$ cat src/rtl/mram_spi_pkg.sv
// Shared definitions for the MRAM SPI frame generator.
// Contents: SPI opcodes, width of the address field on the wire, the frame
// FSM state encoding and a helper that gives the frame length in bits.
package mram_spi_pkg;

    localparam logic [7:0] OPC_READ       = 8'h03;
    localparam logic [7:0] OPC_WRITE      = 8'h02;
    localparam int         SPI_ADDR_FIELD = 24;

    typedef enum logic [2:0] {
        IDLE,
        CS_SETUP,
        SHIFT,
        CS_HOLD,
        DONE
    } state_t;

    // Bits per frame: opcode + address field + data.
    function automatic int nbits(input int data_width);
        return 8 + SPI_ADDR_FIELD + data_width;
    endfunction

endpackage

$ cat src/rtl/mram_spi_frame_gen_if.sv
// SPI pin bundle between the frame generator and the MRAM device.
// Signals: spi_cs_n (chip select, active low), spi_sck (idles low),
//          spi_mosi (controller to device), spi_miso (device to controller).
// Modports: master = frame generator side, slave = device/model side.
interface mram_spi_frame_gen_if;
    logic spi_cs_n;
    logic spi_sck;
    logic spi_mosi;
    logic spi_miso;

    modport master (output spi_cs_n, output spi_sck, output spi_mosi, input spi_miso);
    modport slave  (input spi_cs_n, input spi_sck, input spi_mosi, output spi_miso);
endinterface

$ cat src/rtl/spi_sck_gen.sv
// SPI mode-0 clock generator.
// Ports: clk/rst (sync, active high); en runs the clock, clearing it low
//        when deasserted; sck is the SPI clock; rise/fall are one-cycle
//        strobes asserted in the cycle before sck goes high/low.
// Each half-period lasts CLK_DIV clk cycles; the first half after enable is low.
module spi_sck_gen #(
    parameter int CLK_DIV = 2
) (
    input  logic clk,
    input  logic rst,
    input  logic en,
    output logic sck,
    output logic rise,
    output logic fall
);

    localparam int CW = (CLK_DIV > 1) ? $clog2(CLK_DIV) : 1;

    logic [CW-1:0] cnt;
    logic          term;

    assign term = (cnt == CW'(CLK_DIV - 1));
    assign rise = en && term && !sck;
    assign fall = en && term && sck;

    always_ff @(posedge clk) begin
        if (rst || !en) begin
            cnt <= '0;
            sck <= 1'b0;
        end else if (term) begin
            cnt <= '0;
            sck <= ~sck;
        end else begin
            cnt <= cnt + 1'b1;
        end
    end

endmodule

$ cat src/rtl/mram_spi_frame_gen.sv
// MRAM SPI frame generator.
// Deserialises a serial address stream (MSB first, one bit per
// addr_bit_valid), and on an accepted start drives one SPI mode-0 frame:
// opcode, zero-padded 24-bit address, then data (write data out, or read
// data captured from spi_miso).
// Ports: clk/rst (sync, active high); addr_bit_in/addr_bit_valid serial
//        address; start/rw/wr_data request; rd_data/rd_valid read result;
//        busy/done/start_err status; state_dbg current FSM state;
//        spi SPI pin bundle (master side).
module mram_spi_frame_gen #(
    parameter int         ADDR_WIDTH = 20,
    parameter int         DATA_WIDTH = 8,
    parameter int         CLK_DIV    = 2,
    parameter logic [7:0] OPC_READ   = mram_spi_pkg::OPC_READ,
    parameter logic [7:0] OPC_WRITE  = mram_spi_pkg::OPC_WRITE
) (
    input  logic                  clk,
    input  logic                  rst,
    input  logic                  addr_bit_in,
    input  logic                  addr_bit_valid,
    input  logic                  start,
    input  logic                  rw,
    input  logic [DATA_WIDTH-1:0] wr_data,
    output logic [DATA_WIDTH-1:0] rd_data,
    output logic                  rd_valid,
    output logic                  busy,
    output logic                  done,
    output logic                  start_err,
    output mram_spi_pkg::state_t  state_dbg,
    mram_spi_frame_gen_if.master  spi
);

    import mram_spi_pkg::*;

    localparam int NB  = nbits(DATA_WIDTH);
    localparam int BCW = $clog2(NB);
    localparam int ACW = $clog2(ADDR_WIDTH + 1);
    localparam int CW  = (CLK_DIV > 1) ? $clog2(CLK_DIV) : 1;

    state_t                state, next_state;
    logic [ADDR_WIDTH-1:0] addr_sr;
    logic [ACW-1:0]        addr_cnt;
    logic [NB-1:0]         frame_sr;
    logic                  frame_rw;
    logic [BCW-1:0]        bit_cnt;
    logic [CW-1:0]         tmr;
    logic [DATA_WIDTH-1:0] rd_sr;
    logic                  cs_n, mosi;
    logic                  sck, sck_rise, sck_fall;
    logic                  addr_full, accept, tmr_last, last_bit;

    assign addr_full = (addr_cnt == ACW'(ADDR_WIDTH));
    assign accept    = start && (state == IDLE) && addr_full;
    assign tmr_last  = (tmr == CW'(CLK_DIV - 1));
    assign last_bit  = (bit_cnt == BCW'(NB - 1));

    assign state_dbg    = state;
    assign spi.spi_cs_n = cs_n;
    assign spi.spi_sck  = sck;
    assign spi.spi_mosi = mosi;

    spi_sck_gen #(.CLK_DIV(CLK_DIV)) u_sck_gen (
        .clk  (clk),
        .rst  (rst),
        .en   (state == SHIFT),
        .sck  (sck),
        .rise (sck_rise),
        .fall (sck_fall)
    );

    always_ff @(posedge clk) begin
        if (rst) state <= IDLE;
        else     state <= next_state;
    end

    always_comb begin
        next_state = state;
        case (state)
            IDLE:     if (accept)               next_state = CS_SETUP;
            CS_SETUP: if (tmr_last)             next_state = SHIFT;
            SHIFT:    if (sck_fall && last_bit) next_state = CS_HOLD;
            CS_HOLD:  if (tmr_last)             next_state = DONE;
            DONE:                               next_state = IDLE;
            default:                            next_state = IDLE;
        endcase
    end

    always_ff @(posedge clk) begin
        if (rst) begin
            addr_sr   <= '0;
            addr_cnt  <= '0;
            frame_sr  <= '0;
            frame_rw  <= 1'b0;
            bit_cnt   <= '0;
            tmr       <= '0;
            rd_sr     <= '0;
            rd_data   <= '0;
            rd_valid  <= 1'b0;
            busy      <= 1'b0;
            done      <= 1'b0;
            start_err <= 1'b0;
            cs_n      <= 1'b1;
            mosi      <= 1'b0;
        end else begin
            start_err <= start && !accept;
            done      <= (state == DONE);
            rd_valid  <= (state == DONE) && !frame_rw;
            if (state == DONE && !frame_rw) rd_data <= rd_sr;

            // Collector runs in every state; a bit arriving with the
            // accepting start belongs to the next address.
            if (addr_bit_valid) addr_sr <= {addr_sr[ADDR_WIDTH-2:0], addr_bit_in};
            if (accept)
                addr_cnt <= addr_bit_valid ? ACW'(1) : '0;
            else if (addr_bit_valid && !addr_full)
                addr_cnt <= addr_cnt + 1'b1;

            // Setup/hold timer restarts on every state change.
            tmr <= (state != next_state) ? '0 : tmr + 1'b1;

            if (accept) begin
                frame_sr <= {rw ? OPC_WRITE : OPC_READ,
                             SPI_ADDR_FIELD'(addr_sr),
                             rw ? wr_data : '0};
                frame_rw <= rw;
                bit_cnt  <= '0;
                busy     <= 1'b1;
                cs_n     <= 1'b0;
            end

            // First bit is presented as the first SCK-low phase begins.
            if (state == CS_SETUP && next_state == SHIFT) mosi <= frame_sr[NB-1];

            if (state == SHIFT && sck_fall) begin
                if (last_bit) begin
                    mosi <= 1'b0;
                end else begin
                    frame_sr <= {frame_sr[NB-2:0], 1'b0};
                    mosi     <= frame_sr[NB-2];
                    bit_cnt  <= bit_cnt + 1'b1;
                end
            end

            if (state == SHIFT && sck_rise && bit_cnt >= BCW'(NB - DATA_WIDTH))
                rd_sr <= {rd_sr[DATA_WIDTH-2:0], spi.spi_miso};

            if (state == DONE) begin
                busy <= 1'b0;
                cs_n <= 1'b1;
            end
        end
    end

endmodule

$ cat src/flat_wrapper.sv
// flat-port wrapper written by rule: the top's interface ports become plain ports
module mram_spi_frame_gen_flat import mram_spi_pkg::*;
#(
    parameter int         ADDR_WIDTH = 20,
    parameter int         DATA_WIDTH = 8,
    parameter int         CLK_DIV    = 2,
    parameter logic [7:0] OPC_READ   = mram_spi_pkg::OPC_READ,
    parameter logic [7:0] OPC_WRITE  = mram_spi_pkg::OPC_WRITE
)
  (clk, rst, addr_bit_in, addr_bit_valid, start, rw, wr_data, rd_data, rd_valid, busy, done, start_err, state_dbg, spi_spi_cs_n, spi_spi_sck, spi_spi_mosi, spi_spi_miso);
  mram_spi_frame_gen_if spi_i ();
  input  logic clk;
  input  logic rst;
  input  logic addr_bit_in;
  input  logic addr_bit_valid;
  input  logic start;
  input  logic rw;
  input  logic [DATA_WIDTH-1:0] wr_data;
  output logic [DATA_WIDTH-1:0] rd_data;
  output logic rd_valid;
  output logic busy;
  output logic done;
  output logic start_err;
  output mram_spi_pkg::state_t state_dbg;
  output wire logic [$bits(spi_i.spi_cs_n)-1:0] spi_spi_cs_n;
  output wire logic [$bits(spi_i.spi_sck)-1:0] spi_spi_sck;
  output wire logic [$bits(spi_i.spi_mosi)-1:0] spi_spi_mosi;
  input wire logic [$bits(spi_i.spi_miso)-1:0] spi_spi_miso;
  assign spi_spi_cs_n = spi_i.spi_cs_n;
  assign spi_spi_sck = spi_i.spi_sck;
  assign spi_spi_mosi = spi_i.spi_mosi;
  assign spi_i.spi_miso = spi_spi_miso;
  mram_spi_frame_gen #(.ADDR_WIDTH(ADDR_WIDTH), .DATA_WIDTH(DATA_WIDTH), .CLK_DIV(CLK_DIV), .OPC_READ(OPC_READ), .OPC_WRITE(OPC_WRITE)) u_core (.clk(clk), .rst(rst), .addr_bit_in(addr_bit_in), .addr_bit_valid(addr_bit_valid), .start(start), .rw(rw), .wr_data(wr_data), .rd_data(rd_data), .rd_valid(rd_valid), .busy(busy), .done(done), .start_err(start_err), .state_dbg(state_dbg), .spi(spi_i));
endmodule
$ cat config.mk
export PLATFORM = sky130hd
export DESIGN_NAME = mram_spi_frame_gen_flat
export DESIGN_NICKNAME = d
export VERILOG_FILES = /design/src/rtl/mram_spi_pkg.sv /design/src/rtl/mram_spi_frame_gen_if.sv /design/src/rtl/spi_sck_gen.sv /design/src/rtl/mram_spi_frame_gen.sv /design/src/flat_wrapper.sv
export SDC_FILE = /design/constraint.sdc
export NUM_CORES = 1
export LEC_CHECK = 0
export CAP_MARGIN = 5
export CORE_MARGIN = 3
export CORE_UTILIZATION = 55
export CTS_BUF_LIST = sky130_fd_sc_hd__clkbuf_16
export CTS_CLUSTER_DIAMETER = 120
export DETAILED_ROUTE_END_ITERATION = 16
export GPL_TIMING_DRIVEN = 0
export MAX_ROUTING_LAYER = met4
export PLACE_DENSITY = 0.76
export SLEW_MARGIN = 30
export SYNTH_ARGS = -nofsm -noshare
export SYNTH_HDL_FRONTEND = slang
export SYNTH_HIERARCHICAL = 1
export SYNTH_SLANG_ARGS = --single-unit
$ cat constraint.sdc
create_clock -name clk -period 5.1 [get_ports clk]
set_input_delay 1.53 -clock clk [delete_from_list [all_inputs] [get_ports clk]]
set_output_delay 1.53 -clock clk [all_outputs]
set_load 0.02 [all_outputs]
# After elaboration in Yosys (flattened, before gate mapping)
# Index checks and enable logic that the tools add are counted.
dict set report totals {
  ff_bits 100
  input_bits 15
}
dict set report classes {
  add_sub_neg 4
  order_cmp 1
  n_eq_ne 8
  mux 19
  bitwise 1
  reduce_logical 25
}
# op count
set op_table {}
lappend op_table {{two-way mux 40 bit} 3}
lappend op_table {{two-way mux 6 bit} 3}
lappend op_table {{logical AND 1 bit} 13}
lappend op_table {{two-way mux 3 bit} 4}
lappend op_table {{case mux 3 bit (4 select lines)} 1}
lappend op_table {{two-way mux 5 bit} 2}
lappend op_table {{equality test 3 x 2 -> 1 bit (second input constant)} 3}
lappend op_table {{two-way mux 8 bit} 1}
lappend op_table {{adder 6 x 1 -> 6 bit (second input constant)} 1}
lappend op_table {{equality test 6 bit (second input constant)} 1}
lappend op_table {{greater-or-equal comparator 6 bit (second input constant)} 1}
lappend op_table {{OR reduction 2 bit} 3}
lappend op_table {{adder 5 x 1 -> 5 bit (second input constant)} 1}
lappend op_table {{equality test 5 bit (second input constant)} 1}
lappend op_table {{zero test 1 bit} 5}
lappend op_table {{two-way mux 1 bit} 5}
lappend op_table {{nonzero test 2 bit} 2}
lappend op_table {{equality test 3 x 1 -> 1 bit (second input constant)} 1}
lappend op_table {{equality test 3 bit (second input constant)} 1}
lappend op_table {{zero test 3 bit} 1}
lappend op_table {{inequality test 3 bit} 1}
lappend op_table {{adder 1 bit (second input constant)} 2}
lappend op_table {{logical OR 1 bit} 1}
lappend op_table {{NOT 1 bit} 1}

# Longest topological paths before layout
# Gate-level depths: netlist of run 1.
dict set report logic_depth {
  word_depth 10
  depth_mapped 9
  depth_no_buf 6
}

# Modules after synthesis
# Netlist of run 1, hierarchy kept.
# mod instances cells_each area_each_um2 seq_area_each_um2
set by_module_without_submodules {}
lappend by_module_without_submodules {mram_spi_frame_gen 1 447 4037.6 1961.9}
lappend by_module_without_submodules {spi_sck_gen 1 9 77.6 40.0}

# Least setup slack after synthesis of run 1
# Ideal clock, no wire load.
dict set report synth_path {
  kind {input-to-reg}
  startpoint {in start}
  endpoint {reg u_core.frame_sr[7]}
  arrival_ns 2.557
  slack_ns 2.423
  path_stages 5
  path_buffers 1
  path_cell_list {or4b_4 > nor2_4 > buf_6 > nor4b_1 > a211o_1}
}
dict set report synth_via {
  elab_chain_cells 5
}
# item line_no
set synth_rtl {}
lappend synth_rtl {{from (decl)} flat_wrapper.sv:16} ;# input logic start;
lappend synth_rtl {{logical AND 1 bit (*) (2 in a row)} mram_spi_frame_gen.sv:53} ;# assign accept = start && (state == IDLE) && addr_full;
lappend synth_rtl {{two-way mux 40 bit (*)} mram_spi_frame_gen.sv:121} ;# if (accept) begin
lappend synth_rtl {{two-way mux 40 bit} mram_spi_frame_gen.sv:135} ;# if (last_bit) begin
lappend synth_rtl {{two-way mux 40 bit (*)} mram_spi_frame_gen.sv:134} ;# if (state == SHIFT && sck_fall) begin
lappend synth_rtl {{to (signal assigned)} mram_spi_frame_gen.sv:122} ;# frame_sr <= {rw ? OPC_WRITE : OPC_READ,
lappend synth_rtl {{to (signal assigned)} mram_spi_frame_gen.sv:138} ;# frame_sr <= {frame_sr[NB-2:0], 1'b0};
lappend synth_rtl {{to (decl)} mram_spi_frame_gen.sv:43} ;# logic [NB-1:0] frame_sr;
# Every way passes the cells marked *; elsewhere a longest branch is shown, timed or not.
# A chain may end at the register's enable or synchronous reset.

# Worst setup path in the final report of run 1
# Ends and elaborated chain as after synthesis.

==> results.py, run 1 <==
metrics = {
    "routing": {
        "ant_nets": 0,
        "drtIter0Drc": 179,
        "vias": 3365,
        "dr.pass1.iters": 8,
        "wl_per_cell_um": 15.1,
        "wl_mm": 9.04,
        "drcViolationCount": 0,
        "avgViaCountPerCell": 5.63,
    },
    "setup_path": {
        "critPathRequiredTime_ps": 5380,
        "cp-start-kind": "primary input",
        "path_buf_inv": 1,
        "cpMaxStageDelayCell": "nor4b_4",
        "crit_chain": "clkdlybuf4s50_1 -> nor4b_4 -> nand2_2 -> nor4b_4 -> a211o_1",
        "cp_common_cell": "nor4b_4",
        "slowest_delay_ps": 550,
        "critical_path_class": "primary input to register",
        "arrival_ps": 3490,
        "path_max_fanout": 9,
        "end_kind": "register",
        "critical-path-top-delay-family": "simple AND/OR/NAND/NOR gates",
    },
    "cells_and_area": {
        "diodes": 0,
        "area.sequential_um2": 2000,
        "post-route-util_pct": 69.6,
        "instances_no_fill": 598,
        "area_growth_pct": 18.6,
        "multi_input_area_um2": 1920,
        "final_common_cell": "dfxtp_1",
        "layout_common_cells": "100 x dfxtp_1, 63 x nor2_1, 58 x nand2_1, 48 x a21oi_1, 36 x mux2i_1",
        "drive_gt1_share_pct": 8.76,
        "fin_nets": 517,
        "fillers": 570,
    },
    "die": {
        "pin_count": 33,
        "dieArea_um2": 8560,
        "placementRows": 30,
        "start_util_pct": 58.6,
        "fp.dieW_um": 92.5,
        "die_h_um": 92.5,
        "core_um2": 7020,
    },
    "grt": {
        "grtUsageMet1_pct": 30.0,
        "grt-ovfl-total": 0,
        "grt_pass1_wl_mm": 15.2,
        "grt_max_degree": 17,
        "track_usage_pct": 22.9,
        "grt.met3_usage_pct": 5.20,
        "top_usage_layer": "met2",
        "grt_antenna_before_repair": 0,
        "grt_use_met2_pct": 36.0,
        "grt_pass1_vias": 3123,
    },
    "synthesis": {
        "yosysWarnings": 6,
        "synth_edf_count": 0,
        "ys.flop_type": "dfxtp_1",
        "avgSynthCellArea_um2": 9.02,
        "synthCells": 456,
        "synth_cell_types": 47,
        "yosysSeqAreaShare_pct": 48.6,
        "syn_area_um2": 4120,
        "synth.ff_latch_count": 100,
        "synth-async-reset-ratio_pct": 0,
        "synthesis.nets": 475,
    },
    "sta": {
        "fmax_ghz": 0.311,
        "final-setup-viol-count": 0,
        "slew_headroom_pct": 53.1,
        "fin_skew_ps": 7.34,
        "layout_min_cycle_time_ps": 3210,
        "tightest_slew_ps": 704,
        "period_share_pct": 63.0,
        "finalHoldViolCount": 0,
        "rsz0062_at_grt": "no",
        "slew_violations": 0,
        "fin_setup_tns_ps": 0,
    },
    "clocking": {
        "holdBufCountCts": 0,
        "cts_buffers": 9,
        "post_cts_buffers": 0,
        "clk_latency_ps": 330,
        "cts_tree": "yes",
        "cts.path.max_buffers": 2,
        "cts.sink_count": 100,
        "path_clk_slew_ps": 70,
        "cts_max_level": 3,
        "ctsRootBufferMaster": "clkbuf_16",
        "ctsResizeCount": 0,
    },
    "placed_design": {
        "place_inst": 583,
        "dp.final_hpwl_mm": 6.24,
        "portBuffers": 31,
        "gp_congestion": 0.820,
    },
    "run_status": {
        "status": "finished, final reports clean",
    },
    "power_and_ir_drop": {
        "ir_drop_uv": 260,
        "power_leakage_nw": 1.80,
        "power.density_nw_per_um2": 327,
    },
    "run": {
        "cap_viol_max_count": 0,
    },
    "worst_hold_path": {
        "hp-class": "register to register",
    },
}
-- sequential cells by signal, indices dropped and copies added (netlist names), 3 cells and up --
register          flops
u_core/addr_cnt       5
u_core/addr_sr       20
u_core/bit_cnt        6
u_core/frame_sr      40
u_core/rd_data        8
u_core/rd_sr          8
u_core/state_dbg      3
-- power by group --
| part | switching (mW) | internal [mW] |
|---|---|---|
| combinational | 0.0291 | 0.0209 |
| sequential | 0.00357 | 0.784 |
| clock | 0.284 | 0.477 |
| total | 0.316 | 1.28 |
-- final cells by class --
type	instances	area share, %
Sequential cell	100	41.0
Multi-Input combinational cell	316	39.3
Tap cell	96	2.46
Inverter	4	0.308
Timing Repair Buffer	31	6.36
Buffer	36	3.72
Clock buffer	9	4.61
Clock inverter	6	2.28
-- worst paths after layout --
check / startpoint / end / slack (ps) / cells past startpoint
worst min-delay path: u_core/rd_sr[7] / u_core/rd_data[7] / 450 / 2
worst min register to register: u_core/rd_sr[7] / u_core/rd_data[7] / 450 / 2
worst max-delay path: start / u_core/frame_sr[7] / 1890 / 5
worst max register to register: u_core/state_dbg[2] / u_core/frame_sr[30] / 2480 / 9
-- worst reg2reg max path: cells and delay by family, from the launching register on --
family / cells / cell delay, ps
and+or+nand+nor: 4 / 1060
DFF: 1 / 350
buffers and inverters: 3 / 840
AOI/OAI and AO/OA: 2 / 300
-- Yosys cell counts (3+ instances only) --
master	n	share of area [%]
inv_1	4	0.36
mux2i_1	36	8.8
nand2_1	58	5.3
ha_1	4	1.2
nand3_1	17	2.1
o2bb2ai_1	6	1.3
a21oi_1	48	5.8
buf_2	10	1.2
nor3_1	10	1.2
buf_6	4	1.1
a211oi_2	3	0.91
nor2_1	63	5.7
nor3b_1	4	0.73
dfxtp_1	100	49
a211oi_1	20	3.6
nor4b_1	3	0.64
clkbuf_1	15	1.4
buf_1	6	0.55
nand4_1	3	0.46
a21boi_0	6	1.1
-- stage by stage --
stage | hold slack [ps] | power (mW) | setup WS, ps | area [µm²]
floorplan | 431 | 0.832 | 2420 | 4120
global placement | 436 | 0.853 | 1560 | 4550
detailed placement | 442 | 0.855 | 1560 | 4550
CTS | 455 | 1.61 | 1890 | 4880
global route | 466 | 1.65 | 1780 | 4880
finish | 451 | 1.60 | 1890 | 4880
-- cells by family after synthesis --
logic type / count (synthesis) / synth area share (%)
AND/OR/NAND/NOR: 178 / 21.0
XOR/XNOR: 3 / 0.639
multiplexers: 37 / 9.03
AO/OA/AOI/OAI: 94 / 14.7
flip-flops: 100 / 48.6
buffers and inverters: 40 / 4.77
adder cells (fa/ha/maj): 4 / 1.22
-- metal layers --
layer	part of all wire, %	up-vias
met5	0	-
met4	0.87	0
met3	4.0	6
met2	48	71
met1	48	1618
li1	-	1670
(Power assumes the default switching activity.)
==> run 2, diff against run 1 <==
- clock period: 5.1 -> 3.14 ns (I/O delays scaled with it)
==> results of run 2 <==
Same layout as run 1 (identical final DEF). Status: finished, final reports clean.
Among the figures that moved: setup slack after placement 1560 ps -> 187 ps; setup slack after layout 1890 ps -> 517 ps; register-to-register setup slack 2480 ps -> 520 ps; total power 1.60 mW -> 2.60 mW; worst IR drop on VDD 260 µV -> 422 µV
